==> src/rtl/mem_arbiter.sv <==
// rtl/mem_arbiter.sv - fetch/data arbiter in front of one shared memory port
// Define ARB_STARVE_GUARD_EN to enable the fetch starvation guard (STARVE_MAX).
module mem_arbiter #(
  parameter int STARVE_MAX = 4
) (
  input  logic        clk,
  input  logic        reset,
  input  logic        IReq,
  input  logic [31:0] IAddr,
  output logic [31:0] IRdata,
  output logic        IReady,
  input  logic        DReq,
  input  logic        DWe,
  input  logic [31:0] DAddr,
  input  logic [31:0] DWdata,
  output logic [31:0] DRdata,
  output logic        DReady,
  output logic        MemReq,
  output logic        MemWe,
  output logic [31:0] MemAddr,
  output logic [31:0] MemWdata,
  input  logic [31:0] MemRdata,
  input  logic        MemAck,
  output logic        StallF,
  output logic        StallM
);

  typedef enum logic [1:0] {IDLE, IBUSY, DBUSY, RESP} state_t;

  state_t      state_q;
  logic        mem_req_q, mem_we_q, iready_q, dready_q;
  logic [31:0] mem_addr_q, mem_wdata_q, irdata_q, drdata_q;
  logic        data_win;

  // The starve counter is 3 bits wide, so the threshold must fit in it.
  if (STARVE_MAX < 1 || STARVE_MAX > 7) begin : g_bad_starve_max
    $error("mem_arbiter: STARVE_MAX must be in 1..7");
  end

`ifdef ARB_STARVE_GUARD_EN
  logic [2:0] starve_q;
  logic       starve_hit;
  assign starve_hit = (int'(starve_q) >= STARVE_MAX);
  assign data_win   = DReq & ~(IReq & starve_hit);

  always_ff @(posedge clk or posedge reset) begin
    if (reset) begin
      starve_q <= 3'd0;
    end else if (!IReq) begin
      starve_q <= 3'd0;
    end else if (state_q == IDLE) begin
      // With IReq held, an IDLE cycle is either a data grant or a fetch grant.
      starve_q <= data_win ? starve_q + 3'd1 : 3'd0;
    end
  end
`else
  assign data_win = DReq;
`endif

  always_ff @(posedge clk or posedge reset) begin
    if (reset) begin
      state_q     <= IDLE;
      mem_req_q   <= 1'b0;
      mem_we_q    <= 1'b0;
      mem_addr_q  <= 32'd0;
      mem_wdata_q <= 32'd0;
      irdata_q    <= 32'd0;
      drdata_q    <= 32'd0;
      iready_q    <= 1'b0;
      dready_q    <= 1'b0;
    end else begin
      iready_q <= 1'b0;
      dready_q <= 1'b0;
      case (state_q)
        IDLE: begin
          if (data_win) begin
            state_q     <= DBUSY;
            mem_req_q   <= 1'b1;
            mem_we_q    <= DWe;
            mem_addr_q  <= DAddr;
            mem_wdata_q <= DWdata;
          end else if (IReq) begin
            state_q     <= IBUSY;
            mem_req_q   <= 1'b1;
            mem_we_q    <= 1'b0;
            mem_addr_q  <= IAddr;
            mem_wdata_q <= 32'd0;
          end
        end
        IBUSY, DBUSY: begin
          // Requester may have dropped its request; the transaction still completes.
          if (MemAck) begin
            state_q   <= RESP;
            mem_req_q <= 1'b0;
            mem_we_q  <= 1'b0;
            if (state_q == IBUSY) begin
              irdata_q <= MemRdata;
              iready_q <= 1'b1;
            end else begin
              if (!mem_we_q) drdata_q <= MemRdata;
              dready_q <= 1'b1;
            end
          end
        end
        default: state_q <= IDLE;
      endcase
    end
  end

  assign MemReq   = mem_req_q;
  assign MemWe    = mem_we_q;
  assign MemAddr  = mem_addr_q;
  assign MemWdata = mem_wdata_q;
  assign IRdata   = irdata_q;
  assign DRdata   = drdata_q;
  assign IReady   = iready_q;
  assign DReady   = dready_q;
  assign StallF   = IReq & ~iready_q;
  assign StallM   = DReq & ~dready_q;

endmodule

==> config.mk <==
export PLATFORM = sky130hd
export DESIGN_NAME = mem_arbiter
export DESIGN_NICKNAME = d
export VERILOG_FILES = /design/src/rtl/mem_arbiter.sv
export SDC_FILE = /design/constraint.sdc
export NUM_CORES = 1
export LEC_CHECK = 0
export CAP_MARGIN = 20
export CORE_ASPECT_RATIO = 1.1
export CORE_MARGIN = 5
export CORE_UTILIZATION = 43
export DETAILED_ROUTE_END_ITERATION = 8
export PLACE_DENSITY = 0.85
export SLEW_MARGIN = 10
export SYNTH_ARGS = -nofsm -noshare
export SYNTH_HDL_FRONTEND = slang
export SYNTH_SLANG_ARGS = --single-unit
==> constraint.sdc <==
create_clock -name clk -period 10.2 [get_ports clk]
set_clock_uncertainty 0.1 [all_clocks]
set_input_delay 2.04 -clock clk [delete_from_list [all_inputs] [get_ports clk]]
set_output_delay 2.04 -clock clk [all_outputs]
set_load 0.005 [all_outputs]
==> results.md <==
- Crit Path Category: in -> out
- Max-cap viol count: 0
- VDD IR-drop max: 0.194 mV
- Post-Layout Cell Count: 813
- Gr ovfl total: 0
- Nets@finish: 786
- Syn Nets: 518
- Core region area: 12,100 um^2
- Worst setup EP type: output port
- Critical Path Source Type: primary input
- Mux cell area share after synthesis: 19.9%
- Final Max Slew Viols: 0
- DRC viols: 0
- Post-synthesis cell type count: 25
- Synth warn: 0
- CP Cell Sequence: buf_2, buf_4, nor2b_1, clkdlybuf4s50_1
- Synth Register Bits: 134
- Post-Place Setup Slack: 4.72 ns
- WL/cell: 18.5 um
- Clock tree buffer depth: 2
- Post_cts resized: 0
- Placed Cells: 782
- Final Hold Viols: 0
- CP required: 8.06 ns
- Ports: 268
- CTS Hold Bufs: 0
- # rows: 42
- P&R area growth vs syn: 62.2%
- WL final: 15,000 um
- Mapped cell area: 5330 um^2
- Syn avg cell area: 14.0 um^2
- Post-synthesis simple-gate area fraction: 3.55%
- Pre-antenna DRT Iters: 5
- Die Y: 127 um
- Layout cells sized above 1: 15.2%
- Die W: 116 um
- Synth Instances: 380
- Fin crit period: 5.45 ns
- CTS Sinks: 134
- Post-Synth Adder-Cell Area: 0.940%
- Sequential share of the synthesized area: 63.0%
- Final instance area: 8640 um^2
- Reg clk slew, reported paths: 0.05 ns
- Post-DRT Antenna Nets: 0
- Clk root buf: clkbuf_16
- Setup WS post-layout: 4.75 ns
- TritonCTS Buffers: 17
- Worst Path Buf+Inv: 3
- Pwr dens: 300 nW/um^2
- Unrepaired setup endpoints after global routing: no
- Total vias in the final route: 4,025
- Crit path max-delay family: buffers and inverters
- CP max stage delay: 0.50 ns
- Synth Area in Compound Gates: 9.42%
- Post-detail-place hpwl: 11,200 um
- Clock latency on the worst-skew pair: 0.40 ns
- Vias per cell: 4.95
- Crit path arrival time: 3.31 ns
- Largest family of logic cells by synthesized area: multiplexers
- N_diodes: 0
- Initial core utilization: 44.1%
- Count of input and output buffers: 267
- Largest net degree at the start of global routing: 79
- Setup Viol. Count Final: 0
- FILL cells: 857
- HP Class: reg -> reg
- Post-CTS Repair Setup Buffers: 0
- Slew HR: 36.8%
- Setup TNS: 0 ns
- Status: finished, final reports clean
- Final Wtd Congestion: 0.800
- Placed Area: 8080 um^2
- Final worst path period share: 53.4%
- Worst-margin pin slew: 0.949 ns
- Initial drt markers: 169
- Max Clk Rate: 184 MHz
- H-tree lvl count: 4
- XOR/XNOR Fraction of Synth Area: 0%
- Total track usage: 20.9%
- CTS tree: built
- Die area: 14,700 um^2
- Worst Path Max Fanout: 37
- Leakage: 0.00376 uW
- Initial antenna violation count: 0
- First-pass GRT wire length: 23,700 um
- Crit-path slowest cell: clkdlybuf4s50_1
- Vias in the first global route: 4,560
-- Yosys cell counts, drive strengths merged --
master   count  share of area (%)
a22o        32                5.3
ha           4               0.94
buf         21                2.6
mux2        64                 14
inv          6               0.42
mux2i       34                6.4
nand2       34                2.4
dfrtp      134                 63
nor2         1              0.070
nor2b        4               0.47
o22ai        1               0.12
o21bai       2               0.28
and2         1               0.12
a2bb2oi      1               0.16
nor3b        1               0.14
a21oi        1              0.094
nor3         1               0.31
clkbuf       3               0.21
o21ai       35                3.5
-- cell type report --
type | count | area [um^2] | share of cell area, %
Tap cell | 154 | 193 | 2.23
Timing Repair Buffer | 273 | 2720 | 31.5
Multi-Input combinational cell | 216 | 1800 | 20.9
Sequential cell | 134 | 3350 | 38.8
Clock inverter | 11 | 104 | 1.20
Clock buffer | 19 | 443 | 5.13
Inverter | 6 | 25.0 | 0.290
-- state kept, by name, indices dropped and copies added (netlist names) --
| signal | cells |
|---|---|
| state_q | 2 |
| IRdata | 32 |
| IReady | 1 |
| MemAddr | 32 |
| MemWdata | 32 |
| MemReq | 1 |
| MemWe | 1 |
| DReady | 1 |
| DRdata | 32 |
-- report_power, final --
| part | internal (uW) | leakage, uW | total [uW] | switching, uW |
|---|---|---|---|---|
| clock | 340 | 0.000265 | 556 | 217 |
| sequential | 790 | 0.00164 | 927 | 137 |
| combinational | 707 | 0.00186 | 1110 | 404 |
-- layer usage --
layer	vias up	global-route usage, %	wire length, um
met4	0	6.89	335
met5	-	0	0
met1	1949	22.0	5140
li1	1877	-	-
met3	26	10.6	1810
met2	173	35.9	7750
-- final timing paths --
kind                                         startpoint                      end  slack (ns)  depth (start not counted)
worst max-delay path                               DReq                   StallM        4.75                          4
worst min-delay path            MemAddr[28]$_DFFE_PP0P_  MemAddr[28]$_DFFE_PP0P_        0.38                          2
worst max register to register   state_q[0]$_DFFE_PP0P_  MemAddr[13]$_DFFE_PP0P_        8.06                          5
worst min register to register  MemAddr[28]$_DFFE_PP0P_  MemAddr[28]$_DFFE_PP0P_        0.38                          2
max in group asynchronous                         reset    IRdata[0]$_DFFE_PP0P_        6.59                          3
min in group asynchronous                         reset   DRdata[18]$_DFFE_PP0P_        2.00                          2
-- worst reg2reg max path: stages (launching register included) --
cell and delay (ns):
dfrtp_1 0.40, inv_1 0.08, ha_1 0.28, o21ai_4 0.30, buf_4 0.60, o21ai_0 0.22
-- cell families after synthesis --
logic type	after synthesis
AND/OR/NAND/NOR	42
flip-flops	134
buffers and inverters	30
AO/OA/AOI/OAI	72
adder cells (fa/ha/maj)	4
multiplexers	98
-- per-stage QoR --
stage / total power [uW] / hold WS, ns / utilization [%]
4_1_cts: 2630 / 0.382 / 71.4
5_1_grt: 2770 / 0.412 / 71.5
2_1_floorplan: 1380 / 0.371 / -
3_5_place_dp: 2050 / 0.370 / 66.8
6_report: 2590 / 0.376 / 71.5
3_3_place_gp: 2010 / 0.364 / 66.8
-- cell usage in the layout (no fill, tap or decap), types with 2 or more instances in the layout --
cell / instances
nand2_1: 33
clkinvlp_4: 2
o21ai_0: 33
mux2_1: 4
dfrtp_1: 134
o21bai_1: 2
buf_4: 5
clkinv_4: 3
clkdlybuf4s50_1: 266
mux2_2: 60
a22o_1: 32
nor2b_1: 4
clkinv_2: 3
inv_1: 5
ha_1: 4
mux2i_1: 34
clkbuf_16: 17
inv_6: 2
Power figures use the tool's default switching activity.
